[config.mk]
export PLATFORM = sky130hd
export DESIGN_NAME = spi_reg_ctrl
export DESIGN_NICKNAME = d
export VERILOG_FILES = /design/src/rtl/spi_reg_ctrl.sv
export SDC_FILE = /design/constraint.sdc
export NUM_CORES = 1
export LEC_CHECK = 0
export BUFFER_PORTS_ARGS = -buffer_cell sky130_fd_sc_hd__buf_2
export CAP_MARGIN = 20
export CORE_MARGIN = 2
export CORE_UTILIZATION = 55
export DETAILED_ROUTE_END_ITERATION = 6
export PLACE_DENSITY = 0.8
export SLEW_MARGIN = 20
export SYNTH_ARGS = -nofsm -noshare
export SYNTH_HDL_FRONTEND = slang
export SYNTH_SLANG_ARGS = --single-unit
[constraint.sdc]
create_clock -name clk -period 3.79 [get_ports clk]
set_clock_uncertainty 0.2 [all_clocks]
set_input_delay 0.379 -clock clk [delete_from_list [all_inputs] [get_ports clk]]
set_output_delay 0.379 -clock clk [all_outputs]
set_load 0.02 [all_outputs]
[src/rtl/spi_reg_ctrl.sv]
// SPI command/register controller: syncs received bytes into clk,
// decodes cmd+addr / data frames, and serves a config register bank.
module spi_reg_ctrl #(
  parameter int         NUM_REGS    = 16,
  parameter int         TIMEOUT     = 50000,
  parameter logic [6:0] STATUS_ADDR = 7'h7F
) (
  input  logic                  clk,
  input  logic                  rst_n,
  input  logic [7:0]            rx_data,
  input  logic                  rx_valid,
  output logic [7:0]            tx_data,
  input  logic [7:0]            status_in,
  output logic [8*NUM_REGS-1:0] cfg_regs,
  output logic                  wr_stb,
  output logic [6:0]            wr_addr,
  output logic [7:0]            wr_data,
  output logic                  err_stb,
  output logic                  busy
);

  localparam int AW = (NUM_REGS > 1) ? $clog2(NUM_REGS) : 1;
  localparam int TW = ($clog2(TIMEOUT) > 16) ? $clog2(TIMEOUT) : 16;
  localparam logic [TW-1:0] TLAST = TW'(TIMEOUT - 1);
  localparam logic [7:0]    NREGS = 8'(NUM_REGS);

  typedef enum logic [1:0] {
    IDLE,
    WR_DATA,
    RD_DUMMY
  } state_e;

  state_e         state_q;
  logic [2:0]     sync_q;
  logic [1:0]     arm_q;
  logic           armed_q;
  logic           evt_q;
  logic [6:0]     addr_q;
  logic [TW-1:0]  cnt_q;
  logic [7:0]     tx_q;
  logic           wr_stb_q;
  logic           err_stb_q;
  logic [6:0]     wr_addr_q;
  logic [7:0]     wr_data_q;
  logic [7:0]     regs_q [NUM_REGS];

  logic           cmd_in_rng;
  logic           cmd_is_stat;
  logic           addr_in_rng;
  logic           tmo;
  logic [7:0]     rd_val;

  // Edge detect is held off until rx_valid has been seen low once,
  // so a byte already in flight at reset release is ignored.
  always_ff @(posedge clk or negedge rst_n) begin
    if (!rst_n) begin
      sync_q  <= '0;
      arm_q   <= '0;
      armed_q <= 1'b0;
      evt_q   <= 1'b0;
    end else begin
      sync_q  <= {sync_q[1:0], rx_valid};
      arm_q   <= {arm_q[0], 1'b1};
      armed_q <= armed_q | (arm_q[1] & ~sync_q[1]);
      evt_q   <= armed_q & sync_q[1] & ~sync_q[2];
    end
  end

  assign cmd_in_rng  = {1'b0, rx_data[6:0]} < NREGS;
  assign cmd_is_stat = rx_data[6:0] == STATUS_ADDR;
  assign addr_in_rng = {1'b0, addr_q} < NREGS;
  assign tmo         = cnt_q == TLAST;

  always_comb begin
    rd_val = 8'h00;
    unique case (1'b1)
      cmd_in_rng:  rd_val = regs_q[rx_data[AW-1:0]];
      cmd_is_stat: rd_val = status_in;
      default:     rd_val = 8'h00;
    endcase
  end

  always_ff @(posedge clk or negedge rst_n) begin
    if (!rst_n) begin
      state_q   <= IDLE;
      addr_q    <= '0;
      cnt_q     <= '0;
      tx_q      <= 8'h00;
      wr_stb_q  <= 1'b0;
      err_stb_q <= 1'b0;
      wr_addr_q <= '0;
      wr_data_q <= 8'h00;
      for (int i = 0; i < NUM_REGS; i++) regs_q[i] <= 8'h00;
    end else begin
      wr_stb_q  <= 1'b0;
      err_stb_q <= 1'b0;
      case (state_q)
        IDLE: begin
          if (evt_q) begin
            addr_q <= rx_data[6:0];
            cnt_q  <= '0;
            if (rx_data[7]) begin
              state_q   <= RD_DUMMY;
              tx_q      <= rd_val;
              err_stb_q <= !cmd_in_rng && !cmd_is_stat;
            end else begin
              state_q <= WR_DATA;
            end
          end
        end
        WR_DATA: begin
          if (evt_q) begin
            state_q <= IDLE;
            if (addr_in_rng) begin
              regs_q[addr_q[AW-1:0]] <= rx_data;
              wr_stb_q  <= 1'b1;
              wr_addr_q <= addr_q;
              wr_data_q <= rx_data;
            end else begin
              err_stb_q <= 1'b1;
            end
          end else if (tmo) begin
            state_q   <= IDLE;
            tx_q      <= 8'h00;
            err_stb_q <= 1'b1;
          end else begin
            cnt_q <= cnt_q + TW'(1);
          end
        end
        RD_DUMMY: begin
          if (evt_q) begin
            state_q <= IDLE;
            tx_q    <= 8'h00;
          end else if (tmo) begin
            state_q   <= IDLE;
            tx_q      <= 8'h00;
            err_stb_q <= 1'b1;
          end else begin
            cnt_q <= cnt_q + TW'(1);
          end
        end
        default: state_q <= IDLE;
      endcase
    end
  end

  for (genvar i = 0; i < NUM_REGS; i++) begin : g_bank
    assign cfg_regs[8*i +: 8] = regs_q[i];
  end

  assign tx_data = tx_q;
  assign wr_stb  = wr_stb_q;
  assign err_stb = err_stb_q;
  assign wr_addr = wr_addr_q;
  assign wr_data = wr_data_q;
  assign busy    = state_q != IDLE;

endmodule

After elaboration in Yosys (flattened, before gate mapping)
Index checks and enable logic that the tools add are counted.

Register bits after elaboration: 185. Input port bits: 19. Logic and storage cells: 98.

$add $sub $neg: 1. Order comparisons: 5. Equality and inequality tests: 10. Multiplexer cells: 32. Bitwise logic cells: 8. Reduce and logical (&&, ||, !) cells: 14.

Operator list (number): 128-bit bitwise mux (1); 8-bit two-way mux (8); 16-bit two-way mux (3); 8-bit binary-select mux with 4-bit select (1); 8-bit demux with 4-bit select (1); 16-bit case mux with 2 select lines (1); 8-bit case mux with 3 select lines (1); 16-bit by 1-bit adder with 16-bit output (second input constant) (1); 16-bit == test (second input constant) (1); 8-bit case mux with 2 select lines (1); 7-bit by 5-bit less-than comparator with 1-bit output (second input constant) (2); 5-bit greater-or-equal comparator (second input constant) (2); 2-bit != test (second input constant) (5); 4-bit NOT with 5-bit output (2); 1-bit two-way mux (9); 2-bit two-way mux (4); 4-bit AND reduction (2); 7-bit == test (second input constant) (1); 5-bit by 1-bit less-than comparator with 1-bit output (second input constant) (1); 2-bit case mux with 2 select lines (1); 2-bit AND reduction (2); 2-bit nonzero test (2); 1-bit bitwise AND (3); 3-bit by 1-bit != test with 1-bit output (second input constant) (1); 11 further kinds (14).

Depth between registers and ports, before layout
Gate-level depths: netlist of run 1.

Word-level depth: 8. Mapped depth: 8.

Worst setup path before layout of run 1
OpenSTA, ideal clock, no wires.

Path kind: register to register. Start point: reg state_q[1]. End point: reg tx_q[0], in the netlist tx_data[0]. Arrival time: 1.913 ns. Data required time: 3.464 ns. Slack: 1.551 ns. Stages on the path, launching flop included: 9. Buffers on the path: 1. Clock period less this slack: 2.239 ns. Path through: dfrtp_1 inv_1 ha_1 and3_1 o31ai_1 or2_2 clkbuf_1 nor2_1 a221o_1.

Longest elaborated chain between the ends: 3. Elaborated cells between the ends (all ways): 9.

Ends and longest elaborated chain: from (decl) (line 33) `state_e state_q;`; from (signal assigned) (line 85) `state_q <= IDLE;`; from (signal assigned) (line 103) `state_q <= RD_DUMMY;`; from (signal assigned) (line 107) `state_q <= WR_DATA;`; 2-bit by 1-bit == test with 1-bit output, or another cell as far along (line 97) `case (state_q)`; 2-bit != test (no source line) or 3-bit nonzero test (tied branches); 4-bit AND reduction (no source line); to (signal assigned) (line 104) `tx_q <= rd_val;`; to (decl) (line 40) `logic [7:0] tx_q;`.

Parallel ways exist; a longest one is shown, timed or not. A chain may end at the register's enable or synchronous reset.

Final worst setup path of run 1
Start point: reg evt_q. End point: reg regs_q (netlist bit cfg_regs[112]).

Longest elaborated chain between the ends: 1.

Ends and longest elaborated chain: from (decl) (line 37) `logic evt_q;`; from (signal assigned) (line 65) `evt_q <= armed_q & sync_q[1] & ~sync_q[2];`; 3-bit AND reduction (no source line); to (signal, indexed assignment) (line 115) `regs_q[addr_q[AW-1:0]] <= rx_data;`; to (decl) (line 45) `logic [7:0] regs_q [NUM_REGS];`.

No other way between the ends.

==> results_dict.tcl, run 1 <==
set metrics [dict create \
    cts_buffer_depth 2 \
    timing_max_transition_violations_final 0 \
    main_combinational_cell_family_by_area_after_synthesis "multiplexers" \
    worst-endpoint-arrival_ns 2.82 \
    tightestPinTransition_ns 1.02 \
    initial_core_util 0.561 \
    num_io_pins 173 \
    ys_warns 0 \
    post_route_cells_drive_above_1_share 0.471 \
    dp_hpwl_mm 15.5 \
    synthesis.instances 638 \
    timing.final.crit_share 0.713 \
    first_pass_grt_wire_length_mm 35.3 \
    worst-r2r-cell-count 6 \
    rsz0062_at_grt "no" \
    worst_hold_stages 2 \
    post_synth.cell_area_avg_um2 13.4 \
    synth_top_cells_by_area "dfrtp_1, mux2_2, mux4_2" \
    grt.total_usage 0.284 \
    ant_nets 0 \
    synth_nets 662 \
    layout.cells.non_filler 1007 \
    detailed_place.area_um2 9520 \
    place.gp.congestion 0.872 \
    synth.cell_area_um2 8540 \
    cts_buffers 17 \
    synth.largest_area_cell "dfrtp_1" \
    numPortBuffers 172 \
    synth_sequential_area_ratio 0.542 \
    asyncSetResetFlopFracSynth 1.00 \
    worstReg2RegStart "evt_q" \
    critical_path_endpoint_category "flop" \
    synth-edff-count 0 \
    fin_area_um2 10200 \
    ff_latch_count_synth 185 \
    finalNetCount 830 \
    worst-r2r-setup-slack_ns 1.09 \
    min_period_ns 2.70 \
    nFillCells 1096 \
    detail_route.iter0.violations 562 \
    routed_wire_length_per_instance_um 22.6 \
    setup-tns-final_ns 0 \
    drc 0 \
    clk_root_buffer_cell "clkbuf_16" \
    postCtsSetupBuffers 0 \
    hold_start "status_in[3]" \
    worst_ep_required_time_ns 3.91 \
    first_pass_iters 4 \
    power_per_cell_area_nw_per_um2 521 \
    wl_mm 22.8 \
    clock_latency_at_the_later_pin_of_the_worst_skew_pair_ns 0.43 \
    dieWidth_um 129 \
    synthXorXnorAreaFrac 0.00923 \
    yosys.cell_types.count 57 \
    hold_violations 0 \
    rows 45 \
    antenna_cells 0 \
    critPathLaunchType "flop" \
    hold_path.class "in -> reg" \
    design.core.area_um2 15200 \
    multi_input_area_um2 3690 \
    die_height_um 129 \
    total_die_area_um2 16500 \
    cts_htree_levels 4 \
    layout.area.seq_um2 4630 \
    yosys_most_used_dff "dfrtp_1" \
    area_growth_synth_to_finish_pct 19.7 \
    worst_vdd_rail_ir_drop_mv 0.366 \
    grt.overflow.total 0 \
    timing.rr.end "cfg_regs[112]" \
    clk_sinks 185 \
    antenna_violations_before_repair 0 \
    outcome "complete, no violations" \
    yosys.area_share.simple 0.0762 \
    detailroute.via_count 6253 \
    max_cap_viol_count 0 \
    cts_tree "yes" \
    vias_per_cell 6.21 \
    yosysTopAreaCellShare 0.542 \
    critical_path_class "reg -> reg" \
    holdPathEnd "tx_data[3]" \
    synth_compound_area_frac 0.0617 \
    place_inst 966 \
    critPathMaxFanout 20 \
    cts.reportedPaths.clkPinSlew_ns 0.07 \
    setup_violations 0 \
    static-leakage-power_nw 4.63 \
    maximum_number_of_pins_on_one_net_before_global_route_repair 109 \
    synth_adder_area_share 0.00733 \
    max_clock_freq_ghz 0.370 \
    grt_pass1_vias 6238 \
    synth.area.mux_share 0.276 \
    finish.utilization 0.672 \
    timing.max_slew.rel_slack 0.321 \
]
==> cell usage after synthesis (3+ instances only) <==
cell type and number:
dfrtp_1 185, mux2_2 145, nand2_1 42, mux2i_1 32, nor2_1 29, clkbuf_1 26
mux4_2 18, a22oi_1 14, inv_1 11, nand3_1 10, nand4_1 9, o21ai_0 9
a221o_1 8, a21oi_1 7, a221oi_1 6, buf_2 6, o211ai_1 6, xor2_1 6
and2_1 5, ha_1 5, nor3_1 5, buf_4 4, nor2b_1 4, nand2_2 3
xnor2_1 3
==> through the flow <==
stage               worst slack (ns)  total power (W)  hold slack (ns)
floorplan                       1.55          0.00313           -0.117
global placement                1.10          0.00349            0.133
detailed placement              1.06          0.00355            0.135
CTS                             1.13          0.00533          0.00370
global route                   0.906          0.00554           0.0184
finish                          1.09          0.00533           0.0271
==> worst max-delay path by stage <==
stage	from	endpoint	slack [ns]	depth (start not counted)
final	evt_q	cfg_regs[112]	1.09	6
after global routing	evt_q	cfg_regs[118]	0.91	6
after CTS	evt_q	cfg_regs[112]	1.13	6
after detailed placement	rx_data[1]	tx_data[5]	1.06	7
after global placement	rx_data[1]	tx_data[5]	1.10	7
after floorplan	state_q[1]	tx_data[0]	1.55	8
==> kinds of logic after synthesis <==
family,after synthesis
multiplexers,195
flip-flops,185
AND/OR/NAND/NOR,125
AO/OA/AOI/OAI,68
buffers and inverters,50
XOR/XNOR,9
adder cells (fa/ha/maj),5
other,1
==> what timing repair did <==
item                      4_1_cts  5_1_grt
hold endpoints to repair      115        0
resized for setup               0        0
hold buffers                    9        0
==> where the power goes <==
part	internal, W	switching (W)
logic	0.000423	0.000714
clock network	0.00104	0.000746
registers	0.00219	0.000206
total	0.00366	0.00167
==> sequential cells by signal (all words and copies together) (netlist names), 2 cells and up <==
| name | count |
|---|---|
| cfg_regs | 128 |
| cnt_q | 16 |
| tx_data | 8 |
| wr_data | 8 |
| addr_q | 7 |
| wr_addr | 7 |
| sync_q | 3 |
| arm_q | 2 |
| state_q | 2 |
==> cell usage in the layout (no fill, tap or decap), types with 7 or more instances in the layout <==
master,count
dfrtp_1,185
a21oi_1,7
inv_1,11
nand4_1,9
a22oi_1,14
nor2_1,29
mux2_2,145
mux4_2,18
o21ai_0,9
a221o_1,8
nand2_1,42
nand3_1,10
clkbuf_16,17
dlygate4sd3_1,9
mux2i_1,32
buf_2,171
==> critical path, cell delays in order (launching register included) <==
cell and delay [ns]:
dfrtp_1 0.62, nor4b_2 0.36, nand2_1 0.10, buf_4 0.22, nor3_2 0.26, nand3_1 0.42, mux2_2 0.41
==> routing by layer <==
| layer | track usage | part of all wire |
|---|---|---|
| met4 | 0.114 | 0.029 |
| met1 | 0.384 | 0.42 |
| met2 | 0.460 | 0.48 |
| met5 | 0 | 0 |
| met3 | 0.0561 | 0.069 |
==> layout make-up <==
| cell class | instances | share of cell area |
|---|---|---|
| repair buffers | 187 | 0.0993 |
| inverters | 12 | 0.00441 |
| clock inverters | 10 | 0.0114 |
| well taps | 188 | 0.0230 |
| flip-flops and latches | 185 | 0.453 |
| multi-input cells | 403 | 0.361 |
| clock buffers | 22 | 0.0474 |
Power figures use the tool's default switching activity.
==> run 2, diff against run 1 <==
- CORE_UTILIZATION: 55 -> 50
- PLACE_DENSITY: 0.8 -> 0.77
- clock period: 3.79 -> 2.3 ns (I/O delays scaled with it)
==> run 2 against run 1 <==
Net effect: sequential power is 65% higher; die area is 9.7% higher; setup slack worse by 1.0 ns; highest routed layer unchanged; sequential share of layout area is 2.2 points lower; maximum frequency is 20% higher; sequential cell count stayed put; clock power is 95% higher; first-iteration DRC count is 20% lower; worst hold slack better by 0.080 ns; clock-buffer cell count is 3 lower; global-route usage is 1.3 points lower.
==> results_dict.tcl, run 2 (synthesis gave the netlist of run 1 again) <==
set metrics [dict create \
    outcome "complete, no violations" \
    postLayoutSetupSlackWorst_ns 0.0477 \
    numPortBuffers 172 \
    worstPathBufferInverterCount 0 \
    dp_hpwl_mm 16.9 \
    total_die_area_um2 18100 \
    pre_cts_slack_ns -0.0794 \
    nFillCells 1232 \
    rows 47 \
    detail_route.iter0.violations 447 \
    setup_violations 0 \
    routed_wire_length_per_instance_um 22.1 \
    hold_violations 0 \
    layout.area.seq_um2 4630 \
    cpLargestDelayFamily "simple AND/OR/NAND/NOR gates" \
    post_route_cells_drive_above_1_share 0.510 \
    critical_path_endpoint_category "flop" \
    final_common_cell "dfrtp_1" \
    worst-r2r-setup-slack_ns 0.05 \
    timing.final.crit_share 0.979 \
    wl_mm 23.7 \
    tightestPinTransition_ns 0.650 \
    cts_htree_levels 4 \
    worst_vdd_rail_ir_drop_mv 0.605 \
    first_pass_grt_wire_length_mm 37.2 \
    worst-r2r-cell-count 6 \
    hold_path.class "in -> async" \
    drc 0 \
    grt_pass1_vias 6582 \
    finish.utilization 0.645 \
    timing_max_transition_violations_final 0 \
    finalHoldWorstSlack_ns 0.107 \
    antenna_violations_before_repair 1 \
    maximum_number_of_pins_on_one_net_before_global_route_repair 54 \
    power_per_cell_area_nw_per_um2 886 \
    area_growth_synth_to_finish_pct 25.8 \
    rsz0062_at_grt "no" \
    worst_path_largest_cell_delay_ns 0.52 \
    grt.total_usage 0.271 \
    critPathLaunchType "flop" \
    critical_path_class "reg -> reg" \
    initial_core_util 0.513 \
    critical_path.slowest_cell "or4_1" \
    timing.max_slew.rel_slack 0.565 \
    place.gp.congestion 0.882 \
    ant_nets 0 \
    static-leakage-power_nw 4.87 \
    detailroute.via_count 6238 \
    dieWidth_um 135 \
    cts.reportedPaths.clkPinSlew_ns 0.07 \
    finalNetCount 862 \
    place_inst 1028 \
    design.core.area_um2 16600 \
    cts_tree "yes" \
    clk_root_buffer_cell "clkbuf_16" \
    layout.cells.non_filler 1072 \
    cts_buffer_depth 2 \
    grt.overflow.total 0 \
    multi_input_area_um2 3770 \
    post-layout-total-power_w 0.00951 \
    clock_latency_at_the_later_pin_of_the_worst_skew_pair_ns 0.44 \
    largest_register_ff_count 128 \
    worst-endpoint-arrival_ns 2.43 \
    worst_ep_required_time_ns 2.47 \
    worstSetupPathDepth 6 \
    clk_sinks 185 \
    timing.critical_path.cells "ha_1 > and4_1 > a41o_4 > or4_1 > o21ai_1 > a22o_1" \
    critPathMaxFanout 7 \
    cts_buffers 17 \
    min_period_ns 2.25 \
    vias_per_cell 5.82 \
    first_pass_iters 7 \
    die_height_um 135 \
    max_cap_viol_count 0 \
    final_cell_mix "dfrtp_1, buf_2, mux2_2" \
    num_io_pins 173 \
    max_clock_freq_ghz 0.444 \
]
[run 2: changes by cell type in the layout (fill, tap and decap cells not counted), sizes merged]
cell	before	now
clkbuf	22	19
dlygate4sd3	9	10
clkinv	6	2
buf	178	209
inv	12	14
diode	0	1
bufinv	2	7
[run 2: final cells by class]
cell class | count | area share
Sequential cell | 185 | 0.431
Tap cell | 220 | 0.0256
Timing Repair Buffer | 219 | 0.122
Antenna cell | 1 | 0.000233
Clock buffer | 19 | 0.0422
Multi-Input combinational cell | 403 | 0.351
Clock inverter | 13 | 0.0242
Inverter | 12 | 0.00419
[run 2: timing repair]
| action | CTS | global route |
|---|---|---|
| endpoints found under the setup margin | 56 | 119 |
| hold endpoints to repair | 95 | 0 |
| buffers inserted | 0 | 1 |
| hold buffers | 10 | 0 |
| gates cloned | 0 | 0 |
| pin swaps | 0 | 1 |
| resized for setup | 3 | 18 |
[run 2: path summary, 6_finish.rpt]
check,to,startpoint
max reg2reg,cnt_q[9],cnt_q[0]
min,wr_data[3],rst_n
min in group clk,state_q[0],rx_data[7]
min reg2reg,sync_q[1],sync_q[0]
max,cnt_q[9],cnt_q[0]
max in group asynchronous,cfg_regs[22],rst_n
[run 2: stage by stage]
stage | setup TNS, ns | cell area [µm²]
global placement | -0.0560 | 9830
CTS | -1.16 | 10700
detailed placement | -1.15 | 9830
finish | 0 | 10700
floorplan | 0 | 8540
global route | 0 | 10700
[run 2: power breakdown]
| part | switching, W | internal (W) | leakage (nW) |
|---|---|---|---|
| combinational | 0.00125 | 0.000792 | 2.30 |
| clock | 0.00128 | 0.00222 | 0.341 |
| sequential | 0.000357 | 0.00362 | 2.23 |
| total | 0.00288 | 0.00663 | 4.87 |
[run 2: routing by layer]
layer	track usage	wire length [µm]	share of wire	up-vias
li1	-	-	-	2743
met2	0.438	11500	0.49	268
met5	0	0	0	-
met4	0.0930	569	0.024	0
met1	0.350	9790	0.41	3183
met3	0.0815	1860	0.078	44
